## src/rtl/serial_subtractor.sv

```systemverilog
// Bit-serial unsigned subtractor: one full-subtractor cell plus a borrow flop,
// processing A - B LSB first over WIDTH clocks under a three-state controller.
module serial_subtractor #(
    parameter int WIDTH = 8
) (
    input  logic             iClk,
    input  logic             iRst_n,
    input  logic             iStart,
    input  logic [WIDTH-1:0] iMinuend,
    input  logic [WIDTH-1:0] iSubtrahend,
    output logic             oBusy,
    output logic             oDone,
    output logic [WIDTH-1:0] oDifference,
    output logic             oBorrow
);

    localparam int CNT_W = $clog2(WIDTH);
    localparam logic [CNT_W-1:0] CNT_LAST = CNT_W'(WIDTH - 1);

    typedef enum logic [1:0] {
        S_IDLE = 2'd0,
        S_RUN  = 2'd1,
        S_DONE = 2'd2
    } state_t;

    // Full-subtractor cell: returns {borrow_out, difference}
    function automatic logic [1:0] full_sub(input logic a, input logic b, input logic bin);
        logic d;
        logic bout;
        d    = a ^ b ^ bin;
        bout = (~a & b) | (~(a ^ b) & bin);
        return {bout, d};
    endfunction

    state_t           state_q, state_d;
    logic [WIDTH-1:0] a_q, a_d;
    logic [WIDTH-1:0] b_q, b_d;
    logic             borrow_q, borrow_d;
    logic [CNT_W-1:0] cnt_q, cnt_d;
    logic [WIDTH-1:0] diff_q, diff_d;
    logic             bout_q, bout_d;
    logic             busy_q, busy_d;
    logic             done_q, done_d;
    logic [1:0]       cell_s;

    // Next-state, datapath and registered-output logic
    always_comb begin
        state_d  = state_q;
        a_d      = a_q;
        b_d      = b_q;
        borrow_d = borrow_q;
        cnt_d    = cnt_q;
        diff_d   = diff_q;
        bout_d   = bout_q;
        cell_s   = full_sub(a_q[0], b_q[0], borrow_q);

        case (state_q)
            S_IDLE: begin
                if (iStart) begin
                    a_d      = iMinuend;
                    b_d      = iSubtrahend;
                    borrow_d = 1'b0;
                    cnt_d    = '0;
                    state_d  = S_RUN;
                end else begin
                    state_d  = S_IDLE;
                end
            end
            S_RUN: begin
                // The minuend register doubles as the result register: each
                // consumed A bit frees the MSB slot for the new difference bit.
                a_d      = {cell_s[0], a_q[WIDTH-1:1]};
                b_d      = {1'b0, b_q[WIDTH-1:1]};
                borrow_d = cell_s[1];
                cnt_d    = cnt_q + CNT_W'(1);
                if (cnt_q == CNT_LAST) begin
                    diff_d  = {cell_s[0], a_q[WIDTH-1:1]};
                    bout_d  = cell_s[1];
                    state_d = S_DONE;
                end else begin
                    state_d = S_RUN;
                end
            end
            S_DONE: begin
                state_d = S_IDLE;
            end
            default: begin
                state_d = S_IDLE;
            end
        endcase

        busy_d = (state_d != S_IDLE);
        done_d = (state_d == S_DONE);
    end

    // State, datapath and output registers with synchronous active-low reset
    always_ff @(posedge iClk) begin
        if (!iRst_n) begin
            state_q  <= S_IDLE;
            a_q      <= '0;
            b_q      <= '0;
            borrow_q <= 1'b0;
            cnt_q    <= '0;
            diff_q   <= '0;
            bout_q   <= 1'b0;
            busy_q   <= 1'b0;
            done_q   <= 1'b0;
        end else begin
            state_q  <= state_d;
            a_q      <= a_d;
            b_q      <= b_d;
            borrow_q <= borrow_d;
            cnt_q    <= cnt_d;
            diff_q   <= diff_d;
            bout_q   <= bout_d;
            busy_q   <= busy_d;
            done_q   <= done_d;
        end
    end

    assign oBusy       = busy_q;
    assign oDone       = done_q;
    assign oDifference = diff_q;
    assign oBorrow     = bout_q;

endmodule

```

## config.mk

```make
export PLATFORM = sky130hd
export DESIGN_NAME = serial_subtractor
export DESIGN_NICKNAME = d
export VERILOG_FILES = /design/src/rtl/serial_subtractor.sv
export SDC_FILE = /design/constraint.sdc
export NUM_CORES = 1
export LEC_CHECK = 0
export CAP_MARGIN = 20
export CORE_MARGIN = 4
export CORE_UTILIZATION = 43
export CTS_BUF_LIST = sky130_fd_sc_hd__clkbuf_2
export CTS_CLUSTER_SIZE = 12
export DETAILED_ROUTE_END_ITERATION = 8
export GPL_ROUTABILITY_DRIVEN = 0
export PLACE_DENSITY = 0.69
export SLEW_MARGIN = 5
export SYNTH_ARGS = -nofsm -noshare
export SYNTH_HDL_FRONTEND = slang
export SYNTH_SLANG_ARGS = --single-unit
```

## constraint.sdc

```tcl
create_clock -name iClk -period 2 [get_ports iClk]
set_input_delay 0.2 -clock iClk [delete_from_list [all_inputs] [get_ports iClk]]
set_output_delay 0.2 -clock iClk [all_outputs]
set_load 0.02 [all_outputs]
```

== Word level (Yosys, flattened, before mapping) ==
Index checks and enable logic that the tools add are counted.
Widths: inputs -> output; s select.

* Register bits after elaboration: 33
* Input port bits: 19
* Output and inout port bits: 11
* Logic and storage cells: 37

* Bitwise operators: 7
* Reduce and logical (&&, ||, !) cells: 5
* Add/subtract/negate cells: 1
* Equality and inequality tests: 4
* Multiplexer cells: 11

{| class="wikitable"
|+ Operators with widths
! cell !! count
|-
| $pmux 8 s2 || 2
|-
| $mux 8 || 2
|-
| $pmux 3 s2 || 1
|-
| $pmux 2 s2 || 1
|-
| $reduce_and 2->1 || 2
|-
| $reduce_bool 2->1 || 2
|-
| $add 3x1->3 const B || 1
|-
| $eq 3x3->1 const B || 1
|-
| $mux 3 || 1
|-
| $and 1x1->1 || 2
|-
| $eq 2x1->1 const B || 1
|-
| $eq 2x2->1 const B || 1
|-
| $logic_not 2->1 || 1
|-
| $mux 1 || 2
|-
| $mux 2 || 1
|-
| $ne 2x2->1 const B || 1
|-
| $not 1->1 || 2
|-
| $pmux 1 s2 || 1
|-
| $xor 1x1->1 || 2
|-
| $or 1x1->1 || 1
|}

== Depth between registers and ports, before layout ==
Gate-level depths: netlist of the first run.

* Word-level depth: 5
* Gate-level depth with buffers: 7
* Gate-level depth less buffers: 5

== Worst setup path before layout of the first run ==
OpenSTA, ideal clock, no wires.

* Path kind: register to register
* Start: reg cnt_q[0]
* End: reg diff_q[6], in the netlist oDifference[6]
* Stages on the path, launching flop included: 8
* Period minus slack after synthesis: 1334 ps
* Library setup time: 113 ps
* Required time: 1887 ps
* Arrival time: 1220 ps
* Path slack: 666 ps
* Cell sequence: dfxtp_1 > ha_1 > ha_1 > and3b_1 > buf_6 > buf_12 > nand3_2 > o21ai_2

* Cells in the longest elaborated chain, start to end: 2

{| class="wikitable"
|+ RTL lines
! what !! RTL line !! RTL
|-
| start, declared || 39 || <nowiki>logic [CNT_W-1:0] cnt_q, cnt_d;</nowiki>
|-
| start signal, assigned || 113 || <nowiki>cnt_q <= cnt_d;</nowiki>
|-
| $eq 3x3->1 || 76 || <nowiki>if (cnt_q == CNT_LAST) begin</nowiki>
|-
| $reduce_and 2->1 (no source line) || - ||
|-
| end signal, assigned || 114 || <nowiki>diff_q <= diff_d;</nowiki>
|-
| end, declared || 40 || <nowiki>logic [WIDTH-1:0] diff_q, diff_d;</nowiki>
|}

Every way passes these cells.
A chain may end at the register's enable or synchronous reset.

== Final worst setup path of the first run ==
* Start: reg cnt_q[0]
* End: reg diff_q[2], in the netlist oDifference[2]

The elaborated chain is that of the path after synthesis.

==> out/results.tsv, run 1 <==
stage	metric	value	unit
outcome	status	finished, final reports clean	
worst_setup_path	path_cells	ha_1, ha_1, and3b_1, nand3_1, o21ai_2	
worst_setup_path	worst-setup-path-type	reg -> reg	
clock_network	cts_resized	0	
worst_setup_path	slowest_stage	and3b_1	
synthesis	ys_types	26	
power	total_power	1.15	mW
floorplanning	start_util	44.5	%
routing	wl_per_cell	13.2	µm
power	combPwrFrac	13.3	%
floorplanning	die_h	66.7	µm
final_layout	instances_no_fill	220	
power	irDropWorstVdd	345	µV
synthesis	syn_inst	147	
worst_setup_path	critPathMaxStageDelay	0.71	ns
routing	viasPerCell	5.16	
synthesis	ys_seq_elements	33	
timing	min_period_over_period	86.0	%
power	pwr-share-seq	61.3	%
floorplanning	die_w	66.7	µm
global_routing	gr-total-overflow	0	
global_routing	antenna_found_initial	0	
synthesis	synth_area_leaders	dfxtp_1 (45%), mux2i_1 (11%), o211ai_1 (7.6%), o21ai_2 (4.7%), buf_6 (4.6%)	
synthesis	synth_top_area_share	44.5	%
worst_setup_path	rr_startpoint	cnt_q[0]$_SDFFE_PN0P_	
global_routing	grt_max_degree	46	
timing	slew_violations	0	
timing	layout_min_cycle_time	1.72	ns
worst_setup_path	cp_common_cell	ha_1	
final_layout	area_growth	20.6	%
final_layout	design_area	0.00179	mm²
power	leakagePower	0.650	nW
worst_setup_path	cp.arrival	2.02	ns
synthesis	synth_area	0.00148	mm²
synthesis	postSynthAreaPerCell	10.1	µm²
timing	worst_hold_slack	0.424	ns
power	power.density	644	mW/mm²
worst_setup_path	required	2.30	ns
worst_setup_path	r2r_slack	0.28	ns
power	switching_share	26.8	%
global_routing	grt_pass1_vias	1078	
timing	tightest_slew	0.827	ns
hold_path	hp-class	in -> reg	
final_layout	drive_above_1_share	12.6	%
clock_network	insertion_delay	0.37	ns
place	place_area	0.00175	mm²
timing	hold_viol	0	
floorplanning	ios	30	
routing	antenna_left	0	
worst_setup_path	regToRegEndpoint	oDifference[2]$_SDFFE_PN0P_	
power	p_sw	309	µW
final_layout	nets	195	
routing	drc	0	
synthesis	seq_area_frac_synth	44.5	%
routing	num_vias	1135	
floorplanning	coreArea	0.00334	mm²
synthesis	ys_top_cells_by_count	dfxtp_1 (33), mux2i_1 (16), nand2_1 (16)	
worst_setup_path	ff2ff_path_depth	5	
synthesis	ys_warn_count	0	
clock_network	ctsHoldBuffers	0	
hold_path	holdPathStages	3	
final_layout	num_antenna_cells	0	
worst_setup_path	worstSetupStartpointType	flip-flop	
hold_path	min-delay-start	iSubtrahend[7]	
clock_network	post_cts_buffers	0	
timing	setup_viol	0	
clock_network	cts_root_buf	clkbuf_2	
clock_network	numCtsBuffers	5	
timing	fin_worst_skew	0.0174	ns
floorplanning	num_rows	21	
worst_setup_path	end_kind	flip-flop	
global_routing	grt_use_total	14.6	%
synthesis	synth_most_common_cell	dfxtp_1	
timing	clock.fmax	581	MHz
routing	drt_first_pass_iters	4	
clock_network	clkTransAtPathRegs	0.15	ns
synthesis	synth_edf_count	0	
worst_setup_path	crit_path_start	cnt_q[0]$_SDFFE_PN0P_	
clock_network	clock_sinks	33	
timing	tns	0	ns
clock_network	cts_tree	done	
power	p_int	843	µW
synthesis	synth.net_count	169	
flow_run	cap_viol_max_count	0	
timing	rsz0062_at_grt	false	
place	portBuffers	29	
clock_network	cts.htree.levels	2	
hold_path	min_to	b_q[7]$_SDFFE_PN0P_	
place	dp.cells	212	
synthesis	async_reset_ff_share	0	%
place	hpwl	1.98	mm
timing	slew_headroom	44.9	%
routing	drt_iter0_markers	55	
routing	drt_wl_total	2.91	mm
synthesis	synth_top_flop_cell	dfxtp_1	
final_layout	n_fill_cell	334	
synthesis	yosysTopAreaCell	dfxtp_1	
worst_setup_path	cp_max_fo	19	
clock_network	clk_path_buf_depth	2	
floorplanning	die_area	0.00445	mm²
power	clkPwrFrac	25.4	%
global_routing	grt_pass1_wl	4.80	mm
worst max-delay path: cells and delay by family (launching register included):
kind,cells,cell delay [ns]
AND/OR/NAND/NOR,2,0.90
flip-flops,1,0.37
adder cells (fa/ha/maj),2,0.31
AO/OA/AOI/OAI,1,0.08
cells by family (layout without fill, tap and decap cells):
logic type                 Yosys count  count (layout)  synth area share [%]
and+or+nand+nor                     34              34                  12.3
muxes                               16              16                  10.8
AOI/OAI and AO/OA                   45              45                  20.8
adders and majority gates            3               3                  3.04
DFF                                 33              33                  44.5
buffers and inverters               16              43                  8.52
sequential cells by signal, summed over array words and instances, names as in the netlist:
name,cells
borrow_q,1
b_q,8
oDone,1
a_q,8
oDifference,8
cnt_q,3
oBusy,1
oBorrow,1
state_q,2
per-layer routing:
| layer | part of all wire [%] | global-route usage (%) | wire, µm | vias to the layer above |
|---|---|---|---|---|
| li1 | - | - | - | 581 |
| met1 | 46 | 17.4 | 1350 | 525 |
| met2 | 47 | 22.6 | 1360 | 24 |
| met3 | 5.5 | 6.07 | 160 | 5 |
| met4 | 1.3 | 6.35 | 39 | 0 |
| met5 | 0 | 0 | 0 | - |
power by group through the flow:
stage / combinational [mW] / sequential [mW] / clock, mW
finish: 0.153 / 0.706 / 0.292
global placement: 0.150 / 0.720 / 0
CTS: 0.155 / 0.707 / 0.305
global route: 0.168 / 0.711 / 0.336
floorplan: 0.101 / 0.718 / 0
detailed placement: 0.155 / 0.721 / 0
placed cells by master, fill, tap and decap left out:
| master | n |
|---|---|
| clkdlybuf4s50_1 | 29 |
| nor2_1 | 1 |
| inv_1 | 3 |
| and2_1 | 2 |
| o22ai_1 | 4 |
| ha_1 | 2 |
| nand2_4 | 1 |
| clkinv_2 | 1 |
| o21ba_4 | 1 |
| o21ai_0 | 7 |
| a21oi_1 | 1 |
| and3b_1 | 1 |
| buf_4 | 2 |
| clkbuf_2 | 5 |
| buf_12 | 1 |
| mux2i_1 | 16 |
| clkinv_1 | 2 |
| dfxtp_1 | 33 |
| o211ai_1 | 15 |
| nand2_1 | 16 |
| nand3_1 | 6 |
| nor2_4 | 1 |
| o21ai_2 | 8 |
| fa_1 | 1 |
| nand4_1 | 1 |
| o21ai_1 | 9 |
| nand3_2 | 2 |
| nand2b_1 | 3 |
stage by stage:
stage	worst slack [ns]	util (%)
3_5_place_dp	0.268	52.5
4_1_cts	0.245	53.6
2_1_floorplan	0.666	-
6_report	0.279	53.6
5_1_grt	0.123	53.6
3_3_place_gp	0.341	52.5
how the worst max path moves through the flow:
stage | end | slack [ns] | depth (start not counted)
3_5_place_dp | oBorrow$_SDFFE_PN0P_ | 0.27 | 4
4_1_cts | oDifference[2]$_SDFFE_PN0P_ | 0.24 | 5
5_1_grt | oDifference[2]$_SDFFE_PN0P_ | 0.12 | 5
6_report | oDifference[2]$_SDFFE_PN0P_ | 0.28 | 5
2_1_floorplan | oDifference[6]$_SDFFE_PN0P_ | 0.67 | 7
3_3_place_gp | oDifference[3]$_SDFFE_PN0P_ | 0.34 | 5
area by class of cell:
type	instances	area, µm²	share of cell area (%)
sequential	33	661	36.9
inverter	3	11.3	0.629
timing repair buffer	32	325	18.2
multi-input combinational	98	697	39.0
tap	46	57.6	3.22
clock buffer	5	25.0	1.40
clock inverter	3	12.5	0.699
Power figures use the tool's default switching activity.
==> inputs of run 2 (changes only) <==
Settings changed: REMOVE_ABC_BUFFERS set to 1.
==> out/results.tsv, run 2 (synthesized netlist as in run 1, its figures left out) <==
stage	metric	value	unit	change
timing	hold_viol	0		unchanged
hold_path	hp-class	in -> reg		
worst_setup_path	end_kind	flip-flop		
worst_setup_path	crit_path_start	cnt_q[0]$_SDFFE_PN0P_		
floorplanning	start_util	44.5	%	unchanged
worst_setup_path	path_cells	ha_1, ha_1, and3b_1, nand3_1, o21ai_2		
clock_network	cts.htree.levels	2		unchanged
power	leakagePower	0.650	nW	unchanged
clock_network	cts_resized	0		unchanged
clock_network	post_cts_buffers	0		unchanged
clock_network	clock_sinks	33		unchanged
timing	setup_viol	0		unchanged
final_layout	num_antenna_cells	0		unchanged
timing	clock.fmax	562	MHz	-3.3%
global_routing	grt_use_total	14.7	%	+0.18 points
worst_setup_path	rr_startpoint	cnt_q[0]$_SDFFE_PN0P_		
worst_setup_path	slowest_stage	and3b_1		
worst_setup_path	worst-path-buf-inv	0		unchanged
routing	viasPerCell	5.22		+1.2%
worst_setup_path	ff2ff_path_depth	5		unchanged
power	power.density	645	mW/mm²	+0.23%
clock_network	clkTransAtPathRegs	0.16	ns	about the same
place	hpwl	1.95	mm	-1.4%
final_layout	layout_common_cells	dfxtp_1 (33), clkdlybuf4s50_1 (29), mux2i_1 (16), nand2_1 (16), o211ai_1 (15)		
clock_network	numCtsBuffers	5		unchanged
global_routing	grt_pass1_vias	1174		+8.9%
timing	worst_hold_slack	0.434	ns	+0.0102 ns
routing	num_vias	1149		+1.2%
routing	drt_iter0_markers	65		+18%
global_routing	grt_max_degree	46		unchanged
final_layout	n_fill_cell	335		+0.30%
hold_path	holdPathStages	3		unchanged
global_routing	grt_pass1_wl	5.09	mm	+6.2%
timing	rsz0062_at_grt	false		
routing	wl_per_cell	13.2	µm	-0.31%
clock_network	cts_root_buf	clkbuf_2		
timing	min_period_over_period	89.0	%	+3.0 points
worst_setup_path	cp_max_fo	19		unchanged
clock_network	insertion_delay	0.36	ns	about the same
routing	drt_first_pass_iters	4		unchanged
worst_setup_path	crit_family	simple AND/OR/NAND/NOR gates		
timing	tightest_slew	0.873	ns	+0.0459 ns
place	portBuffers	29		unchanged
floorplanning	num_rows	21		unchanged
timing	tns	0	ns	unchanged
routing	drc	0		unchanged
place	dp.cells	212		unchanged
hold_path	min-delay-start	iSubtrahend[7]		
global_routing	antenna_found_initial	0		unchanged
floorplanning	coreArea	0.00334	mm²	unchanged
floorplanning	die_w	66.7	µm	unchanged
timing	layout_min_cycle_time	1.78	ns	+0.0594 ns
worst_setup_path	cp.depth	5		unchanged
final_layout	drive_above_1_share	12.6	%	unchanged
worst_setup_path	critPathMaxStageDelay	0.74	ns	+0.03 ns
power	irDropWorstVdd	330	µV	-4.3%
worst_setup_path	worst-setup-path-type	reg -> reg		
routing	drt_wl_total	2.90	mm	-0.31%
floorplanning	die_area	0.00445	mm²	unchanged
worst_setup_path	cp_common_cell	ha_1		
power	total_power	1.15	mW	+0.23%
final_layout	instances_no_fill	220		unchanged
clock_network	clk_path_buf_depth	2		unchanged
clock_network	cts_tree	done		
routing	antenna_left	0		unchanged
worst_setup_path	cp.arrival	2.08	ns	+0.06 ns
flow_run	cap_viol_max_count	0		unchanged
clock_network	ctsHoldBuffers	0		unchanged
floorplanning	ios	30		unchanged
final_layout	final_common_cell	dfxtp_1		
global_routing	gr-total-overflow	0		unchanged
timing	fin_worst_skew	0.00842	ns	-0.00897 ns
timing	slew_violations	0		unchanged
worst_setup_path	required	2.30	ns	about the same
timing	slew_headroom	41.8	%	-3.1 points
final_layout	area_growth	20.6	%	unchanged
floorplanning	die_h	66.7	µm	unchanged
final_layout	nets	195		unchanged
outcome	status	finished, final reports clean		
final_layout	design_area	0.00179	mm²	unchanged
place	place_area	0.00175	mm²	unchanged
worst_setup_path	worstSetupStartpointType	flip-flop		
[run 2: cell counts in the layout (fill, tap and decap cells not counted)]
Identical to the previous run, type by type.
[run 2: through the flow]
stage                     utilization [%]  worst slack (ns)
after global placement               52.5             0.336
after CTS                            53.6             0.189
after global routing                 53.6            0.0367
after floorplan                         -            0.0632
final                                53.6             0.220
after detailed placement             52.5             0.231
[run 2: power by group]
part | total [mW] | switching (mW) | leakage [nW] | internal [mW]
Combinational | 0.152 | 0.0738 | 0.352 | 0.0785
Clock | 0.295 | 0.218 | 0.0278 | 0.0765
Sequential | 0.707 | 0.0190 | 0.270 | 0.688
[run 2: worst paths after layout]
kind | endpoint | slack (ns)
worst max-delay path | oDifference[4]$_SDFFE_PN0P_ | 0.22
worst min-delay path | b_q[7]$_SDFFE_PN0P_ | 0.43
worst max register to register | oDifference[4]$_SDFFE_PN0P_ | 0.22
worst min register to register | oBorrow$_SDFFE_PN0P_ | 0.47
[run 2: per-layer routing]
layer / up-vias / GRT usage (%) / share of wire [%]
met5: - / 0 / 0
met4: 0 / 5.33 / 1.5
met3: 6 / 4.38 / 6.0
met2: 32 / 24.5 / 46
met1: 533 / 17.9 / 46
li1: 578 / - / -
[run 2: cell type report]
cell class | instances | area, µm² | share of cell area [%]
tap | 46 | 57.6 | 3.22
multi-input combinational | 98 | 697 | 39.0
timing repair buffer | 32 | 325 | 18.2
inverter | 3 | 11.3 | 0.629
sequential | 33 | 661 | 36.9
clock inverter | 3 | 12.5 | 0.699
clock buffer | 5 | 25.0 | 1.40
[run 2: worst min-delay path: stages]
cell and delay, ns:
clkdlybuf4s50_1 0.40, nand4_1 0.07, o21ai_0 0.08
==> inputs of run 3 (changes only) <==
Settings changed: CTS_BUF_LIST sky130_fd_sc_hd__clkbuf_2 to sky130_fd_sc_hd__clkbuf_8.
==> out/results.tsv, run 3 (synthesized netlist as in run 1, its figures left out) <==
stage	metric	value	unit	change
clock_network	cts_tree	done		
worst_setup_path	required	2.22	ns	-0.08 ns
clock_network	cts_root_buf	clkbuf_8		
clock_network	ctsHoldBuffers	0		unchanged
timing	min_period_over_period	87.9	%	-1.1 points
final_layout	drive_above_1_share	13.8	%	+1.1 points
worst_setup_path	r2r_slack	0.24	ns	+0.02 ns
timing	layout_min_cycle_time	1.76	ns	-0.0214 ns
worst_setup_path	ff2ff_path_depth	5		unchanged
clock_network	clock_sinks	33		unchanged
place	hpwl	1.95	mm	unchanged
global_routing	gr-total-overflow	0		unchanged
floorplanning	die_w	66.7	µm	unchanged
routing	drt_iter0_markers	70		+7.7%
routing	drt_wl_total	2.92	mm	+0.62%
clock_network	cts_resized	0		unchanged
global_routing	antenna_found_initial	0		unchanged
global_routing	grt_max_degree	46		unchanged
routing	antenna_left	0		unchanged
routing	viasPerCell	5.20		-0.52%
clock_network	numCtsBuffers	5		unchanged
place	dp.cells	212		unchanged
routing	num_vias	1143		-0.52%
clock_network	clk_path_buf_depth	2		unchanged
timing	slew_headroom	42.2	%	+0.38 points
final_layout	nets	195		unchanged
floorplanning	coreArea	0.00334	mm²	unchanged
routing	drc	0		unchanged
timing	setup_viol	0		unchanged
place	portBuffers	29		unchanged
global_routing	grt_use_total	15.2	%	+0.46 points
clock_network	cts.htree.levels	2		unchanged
flow_run	cap_viol_max_count	0		unchanged
outcome	status	finished, final reports clean		
power	leakagePower	0.676	nW	+4.1%
clock_network	post_cts_buffers	0		unchanged
worst_setup_path	worst-setup-path-type	reg -> reg		
timing	tightest_slew	0.867	ns	-0.00572 ns
worst_setup_path	regToRegEndpoint	oDifference[2]$_SDFFE_PN0P_		
routing	drt_first_pass_iters	4		unchanged
timing	tns	0	ns	unchanged
worst_setup_path	crit_end	oDifference[2]$_SDFFE_PN0P_		
final_layout	instances_no_fill	220		unchanged
global_routing	grt_pass1_vias	1186		+1.0%
floorplanning	ios	30		unchanged
clock_network	clkTransAtPathRegs	0.07	ns	-0.09 ns
timing	fin_worst_skew	0.00333	ns	-0.00509 ns
worst_setup_path	worstSetupStartpointType	flip-flop		
routing	wl_per_cell	13.3	µm	+0.62%
worst_setup_path	rr_startpoint	cnt_q[0]$_SDFFE_PN0P_		
floorplanning	die_area	0.00445	mm²	unchanged
global_routing	grt_pass1_wl	5.22	mm	+2.6%
final_layout	num_antenna_cells	0		unchanged
hold_path	hp-class	reg -> reg		
hold_path	min-delay-start	oDifference[6]$_SDFFE_PN0P_		
final_layout	final_common_cell	dfxtp_1		
floorplanning	die_h	66.7	µm	unchanged
power	irDropWorstVdd	394	µV	+19%
power	power.density	760	mW/mm²	+18%
place	post-place-ws	0.231	ns	unchanged
worst_setup_path	cp_max_fo	19		unchanged
final_layout	layout_common_cells	dfxtp_1 (33), clkdlybuf4s50_1 (29), mux2i_1 (16), nand2_1 (16), o211ai_1 (15)		
worst_setup_path	cp.arrival	1.97	ns	-0.11 ns
timing	rsz0062_at_grt	false		
floorplanning	start_util	44.5	%	unchanged
timing	hold_viol	0		unchanged
floorplanning	num_rows	21		unchanged
timing	clock.fmax	569	MHz	+1.2%
final_layout	area_growth	24.9	%	
worst_setup_path	end_kind	flip-flop		
clock_network	insertion_delay	0.28	ns	-0.08 ns
timing	slew_violations	0		unchanged
worst_setup_path	crit_path_start	cnt_q[0]$_SDFFE_PN0P_		
timing	setup_ws	0.241	ns	+0.0214 ns
## run 3: changes by cell type in the layout (fill, tap and decap cells not counted), sizes merged
cell,delta
clkbuf,+2
clkinv,-2
## run 3: where the power goes
group | internal (mW) | switching, mW
clock | 0.311 | 0.238
combinational | 0.0785 | 0.0741
sequential | 0.687 | 0.0190
total | 1.08 | 0.331
## run 3: layer usage
layer | track usage, % | routed length, µm
met1 | 18.5 | 1320
met5 | 0 | 0
met4 | 5.08 | 35
met2 | 24.9 | 1370
met3 | 5.23 | 192
## run 3: cell type report
cell class,count,area [µm²]
clock inverter,1,5.00
timing repair buffer,32,325
sequential,33,661
multi-input combinational,98,697
tap,46,57.6
inverter,3,11.3
fill,323,1480
clock buffer,7,96.3
## run 3: critical path: stages, from the launching register on
cell     delay (ns)
dfxtp_1        0.35
ha_1           0.17
ha_1           0.16
and3b_1        0.74
nand3_1        0.19
o21ai_2        0.08
## run 3: worst min-delay path by stage
stage,to,cells past startpoint
global placement,oBorrow$_SDFFE_PN0P_,2
CTS,oBorrow$_SDFFE_PN0P_,2
global route,oDifference[5]$_SDFFE_PN0P_,2
floorplan,oDone$_SDFF_PN0_,1
finish,oDifference[6]$_SDFFE_PN0P_,2
detailed placement,oBorrow$_SDFFE_PN0P_,2
## run 3: metrics by stage
stage / power, mW / hold slack [ns] / area, µm² / util, %
global placement: 0.870 / 0.448 / 1750 / 52.5
floorplan: 0.794 / 0.322 / 1370 / -
CTS: 1.42 / 0.464 / 1850 / 55.5
global route: 1.47 / 0.491 / 1850 / 55.5
finish: 1.41 / 0.460 / 1850 / 55.5
detailed placement: 0.874 / 0.451 / 1750 / 52.5
